`src/rtl/cnt_pkg.sv`:
```
// Shared types and constants for the configurable stride counter.
// Holds the control state encoding and the width of the optional wrap statistic.
package cnt_pkg;

  typedef enum logic [1:0] {
    IDLE = 2'd0,
    RUN  = 2'd1,
    DONE = 2'd2
  } state_t;

  localparam int WRAP_STAT_W = 16;

endpackage

```
`src/rtl/cnt_stride_wrap.sv`:
```
// Combinational next-count stage: adds the stride and folds the result modulo L.
// A limit of zero stands for the full 2^CNT_WIDTH range.
module cnt_stride_wrap #(
  parameter int CNT_WIDTH  = 6,
  parameter int STEP_WIDTH = 3
) (
  input  logic [CNT_WIDTH-1:0]  i_cnt,
  input  logic [STEP_WIDTH-1:0] i_step,
  input  logic [CNT_WIDTH-1:0]  i_limit,
  output logic [CNT_WIDTH-1:0]  o_next,
  output logic                  o_wrap,
  output logic                  o_ovf
);

  localparam logic [CNT_WIDTH:0] FULL_RANGE = {1'b1, {CNT_WIDTH{1'b0}}};

  logic [CNT_WIDTH:0] w_limitExt;
  logic [CNT_WIDTH:0] w_sum;
  logic [CNT_WIDTH:0] w_residue;

  assign w_limitExt = (i_limit == '0) ? FULL_RANGE : {1'b0, i_limit};
  assign w_sum      = {1'b0, i_cnt} + {{(CNT_WIDTH + 1 - STEP_WIDTH){1'b0}}, i_step};
  assign w_residue  = w_sum - w_limitExt;

  // A residue that would still be out of range (huge step or loaded count past L) clamps to zero.
  always_comb begin
    o_next = i_cnt;
    o_wrap = 1'b0;
    o_ovf  = 1'b0;
    if (i_step != '0) begin
      if (w_sum < w_limitExt) begin
        o_next = w_sum[CNT_WIDTH-1:0];
      end else begin
        o_wrap = 1'b1;
        o_ovf  = (w_residue != '0);
        if (w_residue >= w_limitExt) begin
          o_next = '0;
          o_ovf  = 1'b1;
        end else begin
          o_next = w_residue[CNT_WIDTH-1:0];
        end
      end
    end
  end

endmodule

```
`src/rtl/configurable_stride_counter.sv`:
```
// Programmable-stride modulo counter with load handshake and one-shot/free-run modes.
// Define CNT_WRAP_STAT_EN to add the saturating wrap_cnt_o wrap statistic port.
module configurable_stride_counter
  import cnt_pkg::*;
#(
  parameter int CNT_WIDTH  = 6,
  parameter int STEP_WIDTH = 3,
  parameter int RST_LIMIT  = 40
) (
  input  logic                  clk,
  input  logic                  rst,
  input  logic                  load_valid_i,
  output logic                  load_ready_o,
  input  logic [CNT_WIDTH-1:0]  load_cnt_i,
  input  logic [CNT_WIDTH-1:0]  load_limit_i,
  input  logic                  start_i,
  input  logic                  stop_i,
  input  logic                  oneshot_i,
  input  logic [STEP_WIDTH-1:0] step_i,
  output logic [CNT_WIDTH-1:0]  cnt_o,
  output logic                  busy_o,
  output logic                  done_o,
  output logic                  end_o,
  output logic                  overflow_o
`ifdef CNT_WRAP_STAT_EN
  ,
  output logic [WRAP_STAT_W-1:0] wrap_cnt_o
`endif
);

  state_t               r_state;
  logic [CNT_WIDTH-1:0] r_cnt;
  logic [CNT_WIDTH-1:0] r_limit;
  logic                 r_oneshot;
  logic                 r_end;
  logic                 r_ovf;

  logic [CNT_WIDTH-1:0] w_next;
  logic                 w_wrap;
  logic                 w_ovf;

  cnt_stride_wrap #(
    .CNT_WIDTH (CNT_WIDTH),
    .STEP_WIDTH(STEP_WIDTH)
  ) u_wrap (
    .i_cnt  (r_cnt),
    .i_step (step_i),
    .i_limit(r_limit),
    .o_next (w_next),
    .o_wrap (w_wrap),
    .o_ovf  (w_ovf)
  );

  // Loads are only accepted while stopped; a load together with start goes straight to RUN.
  always_ff @(posedge clk) begin
    if (rst) begin
      r_state   <= IDLE;
      r_cnt     <= '0;
      r_limit   <= CNT_WIDTH'(RST_LIMIT);
      r_oneshot <= 1'b0;
      r_end     <= 1'b0;
      r_ovf     <= 1'b0;
    end else begin
      r_end <= 1'b0;
      r_ovf <= 1'b0;
      case (r_state)
        IDLE, DONE: begin
          if (load_valid_i) begin
            r_cnt   <= load_cnt_i;
            r_limit <= load_limit_i;
            r_state <= IDLE;
          end
          if (start_i) begin
            r_state   <= RUN;
            r_oneshot <= oneshot_i;
          end
        end
        RUN: begin
          if (stop_i) begin
            r_state <= IDLE;
          end else begin
            r_cnt <= w_next;
            r_end <= w_wrap;
            r_ovf <= w_ovf;
            if (w_wrap && r_oneshot) r_state <= DONE;
          end
        end
        default: r_state <= IDLE;
      endcase
    end
  end

  assign load_ready_o = (r_state != RUN);
  assign busy_o       = (r_state == RUN);
  assign done_o       = (r_state == DONE);
  assign cnt_o        = r_cnt;
  assign end_o        = r_end;
  assign overflow_o   = r_ovf;

`ifdef CNT_WRAP_STAT_EN
  logic [WRAP_STAT_W-1:0] r_wrapCnt;

  // Counts the same events that raise end_o next cycle, sticking at all-ones.
  always_ff @(posedge clk) begin
    if (rst) begin
      r_wrapCnt <= '0;
    end else if (load_valid_i && load_ready_o) begin
      r_wrapCnt <= '0;
    end else if ((r_state == RUN) && !stop_i && w_wrap && (r_wrapCnt != '1)) begin
      r_wrapCnt <= r_wrapCnt + 1'b1;
    end
  end

  assign wrap_cnt_o = r_wrapCnt;
`endif

endmodule
```
`config.mk`:
```
export PLATFORM = sky130hd
export DESIGN_NAME = configurable_stride_counter
export DESIGN_NICKNAME = d
export VERILOG_FILES = /design/src/rtl/cnt_pkg.sv /design/src/rtl/cnt_stride_wrap.sv /design/src/rtl/configurable_stride_counter.sv
export SDC_FILE = /design/constraint.sdc
export NUM_CORES = 1
export LEC_CHECK = 0
export ABC_AREA = 1
export BUFFER_PORTS_ARGS = -buffer_cell sky130_fd_sc_hd__buf_2
export CORE_MARGIN = 3
export CORE_UTILIZATION = 55
export CTS_CLUSTER_SIZE = 20
export DETAILED_ROUTE_END_ITERATION = 6
export HOLD_SLACK_MARGIN = 0.1
export PLACE_DENSITY_LB_ADDON = 0.3
export SLEW_MARGIN = 20
export SYNTH_ARGS = -nofsm -noshare
export SYNTH_HDL_FRONTEND = slang
export SYNTH_SLANG_ARGS = --single-unit
```
`constraint.sdc`:
```
create_clock -name clk -period 4.2 [get_ports clk]
set_input_delay 0.63 -clock clk [delete_from_list [all_inputs] [get_ports clk]]
set_output_delay 0.63 -clock clk [all_outputs]
set_load 0.05 [all_outputs]
```
==> flow_summary.yaml, run 1 <==
run_status:
  status: "finished, final reports clean"
min_path:
  min_path_cells: 2
  holdCritStartpoint: "rst"
  min_to: "r_state[0]"
  hp-class: "input port to flip-flop"
global_route:
  grt_pass1_wl_um: 6100
  grt_overflow: 0
  grt_pass1_vias: 1403
  grt_max_degree: 16
  grt_usage: 0.219
  antenna_found_initial: 0
die:
  rows: 19
  start_util: 0.585
  die_h_um: 60.4
  dieWidth_um: 60.4
  boundaryPins: 32
  die_area_um2: 3650
  coreArea_um2: 2780
yosys:
  synth-edff-count: 0
  synthTopCellsByCount: "nand2_1, inv_1, a21oi_1"
  synthTopCellsByArea: "dfxtp_1, nand2_1, ha_1"
  yosysMostFrequentCell: "nand2_1"
  postSynthNetCount: 294
  synth.cell_area_um2: 1630
  synth-main-ff-cell: "dfxtp_1"
  syn_inst: 254
  yosys_warnings: 0
  async_reset_ff_frac: 0
  synth_largest_area_cell: "dfxtp_1"
  synth.top_cell.area_share: 0.209
  ys_ff_latch: 17
  synth_cell_types: 30
  synth.avg_cell_area_um2: 6.41
  ys_seq_area_frac: 0.209
sta:
  fin_crit_ns: 3.58
  clock_skew_ns: 0.00376
  rsz0062_at_grt: "false"
  worstMarginPinSlew_ns: 0.444
  fin_setup_tns_ns: 0
  finalCritPeriodShare: 0.853
  relSlewSlack: 0.703
  max_freq_mhz: 279
  finalSetupViolations: 0
  hold_violations: 0
  maxSlewViolCount: 0
worst_setup_path:
  r2r-start: "cnt_o[0]"
  arrival_ns: 3.82
  crit_required_ns: 4.44
  critPathMaxFanout: 6
  timing.rr.end: "cnt_o[4]"
  r2r_cells: 22
  start_kind: "input port"
  rrSetupSlack_ns: 0.65
  worstSetupPathType: "input port to flip-flop"
  cp-end-kind: "flip-flop"
routing:
  wl_per_cell_um: 11.2
  drt-initial-drc-count: 41
  ant_nets: 0
  drc_errors: 0
  vias: 1598
  vias_per_cell: 5.07
  wl_um: 3540
  first_pass_iters: 4
clocking:
  hold_buffers: 0
  cts_htree_levels: 1
  cts_setup_buffers: 0
  cts.sinks: 17
  clk_pin_slew_ns: 0.11
  cts_buffers: 3
  clock_latency_ns: 0.30
  clock_path_buffers: 2
  post_cts_resized: 0
  cts.root.buffer_cell: "clkbuf_4"
  cts_tree: "done"
finish:
  fin_area_um2: 1820
  syn2layout_area_growth_pct: 11.7
  drive_above_1_share: 0.211
  antenna_cells: 0
  nets: 325
power:
  power_leakage_nw: 0.987
  p_per_area_nw_per_um2: 377
  peakVddDrop_mv: 0.348
placed_design:
  globalplace.congestion: 0.862
  io_buffer_count: 31
  hpwlAfterDp_um: 2920
  dpl_cell_area_um2: 1790
job:
  cap_viol_max_count: 0
## cell type report
| type | instances | area, µm² |
|---|---|---|
| sequential | 17 | 340 |
| clock buffer | 3 | 22.5 |
| timing repair buffer | 31 | 155 |
| clock inverter | 1 | 5.00 |
| tap | 31 | 38.8 |
| inverter | 49 | 184 |
| fill | 270 | 963 |
| multi-input combinational | 183 | 1070 |
## worst max path at each step
stage                     startpoint        to  slack, ns  cells past startpoint
after CTS                  step_i[0]  cnt_o[5]       0.62                     23
after detailed placement   step_i[0]  cnt_o[5]       0.30                     21
after floorplan             cnt_o[0]  cnt_o[4]       0.59                     20
after global routing        cnt_o[0]  cnt_o[1]       0.26                     21
after global placement     step_i[0]  cnt_o[5]       0.35                     21
final                      step_i[0]  cnt_o[4]       0.62                     23
## where the power goes
part           switching (mW)  total (mW)  internal [mW]
clock                  0.0576      0.0931         0.0355
sequential             0.0140       0.190          0.176
combinational           0.263       0.403          0.141
## per-stage QoR
| step | total power [mW] | setup WS, ns | util | instances | hold WS [ns] |
|---|---|---|---|---|---|
| final | 0.686 | 0.616 | 0.654 | 315 | 0.486 |
| after global routing | 0.757 | 0.257 | 0.654 | 315 | 0.479 |
| after CTS | 0.688 | 0.616 | 0.654 | 315 | 0.482 |
| after detailed placement | 0.594 | 0.302 | 0.644 | 311 | 0.483 |
| after global placement | 0.591 | 0.349 | 0.644 | 311 | 0.482 |
| after floorplan | 0.522 | 0.594 | - | 254 | 0.464 |
## cells in the final DEF, fill, tap and decap left out, types with 6 or more instances in the layout
master and n:
nand2_1 67, inv_1 42, buf_2 31, a21oi_1 21, ha_1 17, dfxtp_1 17, nor2_1 15, nand3_1 10
o21ai_0 10, nor2_2 7, inv_2 6, nand4_1 6
## critical path: stages
cell     delay [ns]
buf_2          0.09
ha_1           0.18
inv_1          0.06
fa_1           0.41
o21ai_2        0.28
xor2_4         0.19
ha_1           0.29
nand2_1        0.13
inv_1          0.05
nand2_1        0.07
nand3_1        0.08
nand2_1        0.06
nand2_1        0.09
ha_1           0.29
nand2_1        0.09
inv_2          0.04
a21oi_1        0.13
nand2_1        0.10
nor2_2         0.21
nand2_1        0.10
nand2_1        0.08
nand2_1        0.05
a21oi_1        0.11
## state kept, by name (all words and copies together) (netlist names)
name,cells
cnt_o,6
r_limit,6
r_state,2
end_o,1
overflow_o,1
r_oneshot,1
## kinds of logic (layout without fill, tap and decap cells)
logic type / Yosys count / in the layout / share of synthesized area
adder cells (fa/ha/maj): 19 / 19 / 0.155
AND/OR/NAND/NOR: 119 / 119 / 0.328
buffers and inverters: 54 / 84 / 0.132
XOR/XNOR: 3 / 3 / 0.0277
AO/OA/AOI/OAI: 42 / 42 / 0.148
flip-flops: 17 / 17 / 0.209
## metal layers
layer  vias up  global-route usage  share of wire
met4         0              0.0348         0.0042
met5         -                   0              0
li1        863                   -              -
met3         2              0.0383          0.057
met1       693               0.305           0.49
met2        40               0.360           0.45
Note: power is estimated with default switching activity, not from simulation.
==> inputs of run 2 (changes only) <==
Settings changed: ABC_AREA 1 to not set, CORE_UTILIZATION 55 to 48, REMOVE_ABC_BUFFERS set to 1.
Clock period 4.2 ns to 3.1 ns, I/O delays scaled along.
==> flow_summary.yaml, run 2 <==
yosys:
  synthTopCellsByCount: "nand2_1, dfxtp_1, ha_1"
  synth.top_cell.area_share: 0.250
  yosys_warnings: 0
  synth.avg_cell_area_um2: 7.95
  synth.cell_area_um2: 1360
  ys_seq_area_frac: 0.250
  ys_ff_latch: 17
  yosysMostFrequentCell: "nand2_1"
  synth_largest_area_cell: "dfxtp_1"
  synth_cell_types: 45
  synth-main-ff-cell: "dfxtp_1"
  async_reset_ff_frac: 0
  synth-edff-count: 0
  syn_inst: 171
  synthTopCellsByArea: "dfxtp_1, ha_1, a21oi_1"
finish:
  final_cells: 274
  fillers: 196
  nets: 285
  antenna_cells: 0
  final_cell_mix: "buf_4, buf_2, nand2_1"
  final_common_cell: "buf_4"
  drive_above_1_share: 0.381
  syn2layout_area_growth_pct: 42.9
clocking:
  clock_path_buffers: 2
  cts_tree: "done"
  cts.sinks: 17
  cts_htree_levels: 1
  clock_latency_ns: 0.30
  cts.root.buffer_cell: "clkbuf_4"
  hold_buffers: 0
  cts_buffers: 3
  clk_pin_slew_ns: 0.10
worst_setup_path:
  cp-end-kind: "flip-flop"
  crit_required_ns: 3.29
  start_kind: "flip-flop"
  worstSetupPathType: "flip-flop to flip-flop"
  critPathMaxFanout: 4
  arrival_ns: 3.89
  r2r_cells: 20
job:
  cap_viol_max_count: 0
placed_design:
  dpl_worst_slack_ns: -1.17
  globalplace.congestion: 0.864
  io_buffer_count: 31
  hpwlAfterDp_um: 3290
  dp_cells: 266
global_route:
  grt_max_degree: 14
  grt_overflow: 0
  grt_pass1_wl_um: 6730
  grt_usage: 0.252
  grt_pass1_vias: 1578
  antenna_found_initial: 0
die:
  start_util: 0.525
  die_area_um2: 3510
  boundaryPins: 32
  coreArea_um2: 2590
  dieWidth_um: 59.2
  die_h_um: 59.2
  rows: 18
power:
  p_per_area_nw_per_um2: 495
  power_leakage_nw: 0.958
  peakVddDrop_mv: 0.468
sta:
  finalCritPeriodShare: 1.19
  finalSetupViolations: 7
  fin_crit_ns: 3.70
  rsz0062_at_grt: "true"
  clock_skew_ns: 0.0101
  setup_ws_ns: -0.596
  hold_violations: 0
  fin_setup_tns_ns: -3.63
  max_freq_mhz: 271
  timing.hold.ws_ns: 0.395
  relSlewSlack: 0.618
  maxSlewViolCount: 0
  worstMarginPinSlew_ns: 0.572
routing:
  vias: 1566
  first_pass_iters: 4
  drt-initial-drc-count: 63
  wl_per_cell_um: 15.1
  drc_errors: 0
  ant_nets: 0
  vias_per_cell: 5.72
  wl_um: 4140
run_status:
  status: "complete, but fails checks"
  violations: "negative setup slack"
min_path:
  min_path_cells: 3
  hp-class: "input port to flip-flop"
## run 2: cell types whose count changed in the layout (fill, tap and decap cells not counted), sizes merged, moves of 3 or more
cell,delta
nand3,-6
nand4,-4
xor2,+3
nand2,-54
a21oi,-7
o21ai,-3
inv,-36
buf,+43
nand2b,+5
nor2b,+4
nor2,-10
## run 2: path summary, 6_finish.rpt
kind	startpoint	end	slack (ns)
worst max-delay path	cnt_o[0]	cnt_o[4]	-0.60
worst min-delay path	load_limit_i[3]	r_limit[3]	0.40
worst max register to register	cnt_o[0]	cnt_o[4]	-0.60
worst min register to register	r_limit[4]	r_limit[4]	0.46
## run 2: layout make-up
| type | instances | area [µm²] | share of cell area |
|---|---|---|---|
| clock buffers | 4 | 26.3 | 0.0135 |
| repair buffers | 74 | 478 | 0.246 |
| well taps | 30 | 37.5 | 0.0193 |
| multi-input cells | 136 | 1010 | 0.520 |
| inverters | 13 | 48.8 | 0.0251 |
| flip-flops and latches | 17 | 342 | 0.176 |
## run 2: cells by family after synthesis
kind of cell             after synthesis  share of synthesized area
flip-flops                            17                      0.250
buffers and inverters                 18                     0.0506
AND/OR/NAND/NOR                       59                      0.212
XOR/XNOR                               8                     0.0516
adder cells (fa/ha/maj)               19                      0.186
AO/OA/AOI/OAI                         50                      0.250
## run 2: report_power, final
part | switching (mW) | total [mW] | internal [mW] | leakage, nW
sequential | 0.0160 | 0.250 | 0.234 | 0.140
combinational | 0.303 | 0.591 | 0.289 | 0.802
clock | 0.0701 | 0.120 | 0.0502 | 0.0150
## run 2: metal layers
metal,share of wire,wire length [µm],global-route usage
met4,0.017,70,0.0971
met2,0.50,2090,0.448
met3,0.063,259,0.0196
met1,0.42,1720,0.312
met5,0,0,0
## run 2: critical path, cell delays in order, from the launching register on
cell and delay, ns:
dfxtp_2 0.37, ha_4 0.14, inv_2 0.04, fa_2 0.37, nor2b_4 0.15, o21ai_2 0.09
xnor2_2 0.16, ha_1 0.33, o21a_1 0.12, o31a_1 0.11, o21ai_1 0.13, nand2b_1 0.09
xor2_1 0.16, ha_1 0.36, buf_4 0.13, nand4_1 0.11, o21ai_2 0.26, nor3_4 0.09
buf_4 0.15, a21oi_1 0.13, a31oi_1 0.09
## run 2: timing repair
| item | in CTS | in global routing |
|---|---|---|
| setup endpoints to repair | 9 | 9 |
| gates resized for setup | 15 | 3 |
| setup buffers | 3 | 1 |
| hold endpoints to repair | 0 | 0 |
| pin swaps | 16 | 10 |
## run 2: stage by stage
step                power, mW   util  cell area (µm²)
floorplan               0.546      -             1340
global placement        0.774  0.704             1820
detailed placement      0.796  0.704             1820
CTS                     0.944  0.740             1920
global route             1.03  0.750             1940
finish                  0.962  0.750             1940
==> inputs of run 3 (changes only) <==
Settings changed: CORE_UTILIZATION 48 to 50, SETUP_SLACK_MARGIN set to 0.05, SYNTH_HIERARCHICAL set to 1.
==> flow_summary.yaml, run 3 <==
sta:
  finalSetupViolations: 7
  hold_violations: 0
  rsz0062_at_grt: "true"
  setup_ws_ns: -0.738
  fin_crit_ns: 3.84
  worstMarginPinSlew_ns: 0.761
  clock_skew_ns: 0.00530
  relSlewSlack: 0.491
  timing.hold.ws_ns: 0.383
  maxSlewViolCount: 0
  finalCritPeriodShare: 1.24
  max_freq_mhz: 261
worst_setup_path:
  crit_buf_inv: 3
  critPathSlowestCell: "dfxtp_2"
  arrival_ns: 4.05
  crit_required_ns: 3.31
  worstSetupPathType: "flip-flop to flip-flop"
  cp-end-kind: "flip-flop"
  critical-path-top-delay-family: "compound AO/OA/AOI/OAI gates"
  start_kind: "flip-flop"
  crit_chain: "ha_4, buf_4, buf_4, a21o_1, a21o_1, xnor2_2, ha_1, o21ai_1, a21oi_2, mux2i_1, nor2_1, inv_1, ha_4, a21oi_2, and3_4, o21a_4, and3_4, a2bb2oi_2, mux2i_1, a211oi_2"
  crit_path_max_incr_delay_ns: 0.35
  critPathMaxFanout: 6
global_route:
  antenna_found_initial: 0
  grt_overflow: 0
  grt_pass1_vias: 1746
  grt_pass1_wl_um: 8010
  grt_max_degree: 18
  grt_usage: 0.251
clocking:
  cts_tree: "done"
  clk_pin_slew_ns: 0.10
  cts.sinks: 17
  cts.root.buffer_cell: "clkbuf_4"
  cts_buffers: 3
  hold_buffers: 0
  cts_htree_levels: 1
  clock_path_buffers: 2
  clock_latency_ns: 0.29
placed_design:
  globalplace.congestion: 0.936
  hpwlAfterDp_um: 3550
  io_buffer_count: 31
  dp_cells: 315
  dpl_worst_slack_ns: -1.13
yosys:
  yosys_warnings: 6
  ys_ff_latch: 17
  yosysMostFrequentCell: "nand2_1"
  synth.top_cell.area_share: 0.210
  async_reset_ff_frac: 0
  syn_inst: 200
  ys_seq_area_frac: 0.210
  synth.avg_cell_area_um2: 8.11
  synthTopCellsByArea: "dfxtp_1, ha_1, a211oi_2"
  synth_largest_area_cell: "dfxtp_1"
  synth-edff-count: 0
  synth_cell_types: 45
  synth-main-ff-cell: "dfxtp_1"
  synthTopCellsByCount: "nand2_1, dfxtp_1, ha_1"
  synth.cell_area_um2: 1620
die:
  start_util: 0.527
  coreArea_um2: 3080
  boundaryPins: 32
  dieWidth_um: 63.0
  die_area_um2: 3970
  rows: 20
  die_h_um: 63.0
finish:
  drive_above_1_share: 0.514
  final_cells: 328
  nets: 325
  syn2layout_area_growth_pct: 54.2
  antenna_cells: 0
  fillers: 196
  final_cell_mix: "buf_4, buf_2, nand2_1"
  final_common_cell: "buf_4"
run_status:
  status: "complete, but fails checks"
  violations: "negative setup slack"
routing:
  wl_um: 5480
  drc_errors: 0
  vias: 1860
  drt-initial-drc-count: 84
  ant_nets: 0
  first_pass_iters: 4
  vias_per_cell: 5.67
  wl_per_cell_um: 16.7
job:
  cap_viol_max_count: 0
min_path:
  hp-class: "input port to flip-flop"
power:
  p_per_area_nw_per_um2: 500
  peakVddDrop_mv: 0.359
  power_leakage_nw: 1.17
[run 3: final cells by class]
class,count,area (µm²),area share
inverter,16,60.1,0.0240
sequential,17,343,0.137
multi-input combinational,160,1440,0.574
tap,44,55.1,0.0220
timing repair buffer,87,583,0.233
clock buffer,4,26.3,0.0105
[run 3: repair_timing]
item                       4_1_cts  5_1_grt
setup buffers                    4        5
pin swaps                       16       27
setup endpoints to repair        9       10
resized for setup               21       28
gates cloned                     0        0
[run 3: through the flow]
stage                     cell area (µm²)  setup TNS (ns)  power (mW)  utilization
after global routing                 2500           -5.43        1.33        0.813
after floorplan                      1590           -7.89       0.649            -
after detailed placement             2150           -7.88       0.917        0.700
after CTS                            2300           -3.73        1.10        0.748
final                                2500           -4.57        1.25        0.813
after global placement               2150           -7.05       0.905        0.700
[run 3: kinds of logic (layout without fill, tap and decap cells)]
group / after synthesis / after routing / share of synthesized area
and+or+nand+nor: 77 / 77 / 0.264
xor gates and xnor gates: 7 / 7 / 0.0378
buffers and inverters: 23 / 107 / 0.0571
adders and majority gates: 19 / 19 / 0.156
DFF: 17 / 17 / 0.210
muxes: 8 / 8 / 0.0493
AOI/OAI and AO/OA: 49 / 49 / 0.226
[run 3: path summary, 6_finish.rpt]
kind	to	slack (ns)	start	cells after the start
hold reg to reg	r_limit[4]	0.46	r_limit[4]	2
setup reg to reg	cnt_o[1]	-0.74	cnt_o[0]	20
setup / recovery	cnt_o[1]	-0.74	cnt_o[0]	20
hold / removal	r_limit[5]	0.38	load_limit_i[5]	3
[run 3: layer usage]
layer  wire length (µm)  vias up  track usage
li1                   -      885            -
met1               2180      876        0.325
met2               2750       79        0.424
met3                364       20       0.0162
met4                191        0        0.110
met5                  0        -            0
[run 3: report_power, final]
| part | internal, mW | switching (mW) |
|---|---|---|
| Clock | 0.0500 | 0.0675 |
| Combinational | 0.434 | 0.449 |
| Sequential | 0.235 | 0.0151 |
[run 3: tightest hold or removal path: stages]
cell	delay, ns
buf_2	0.07
nand2_1	0.04
nand3b_1	0.06
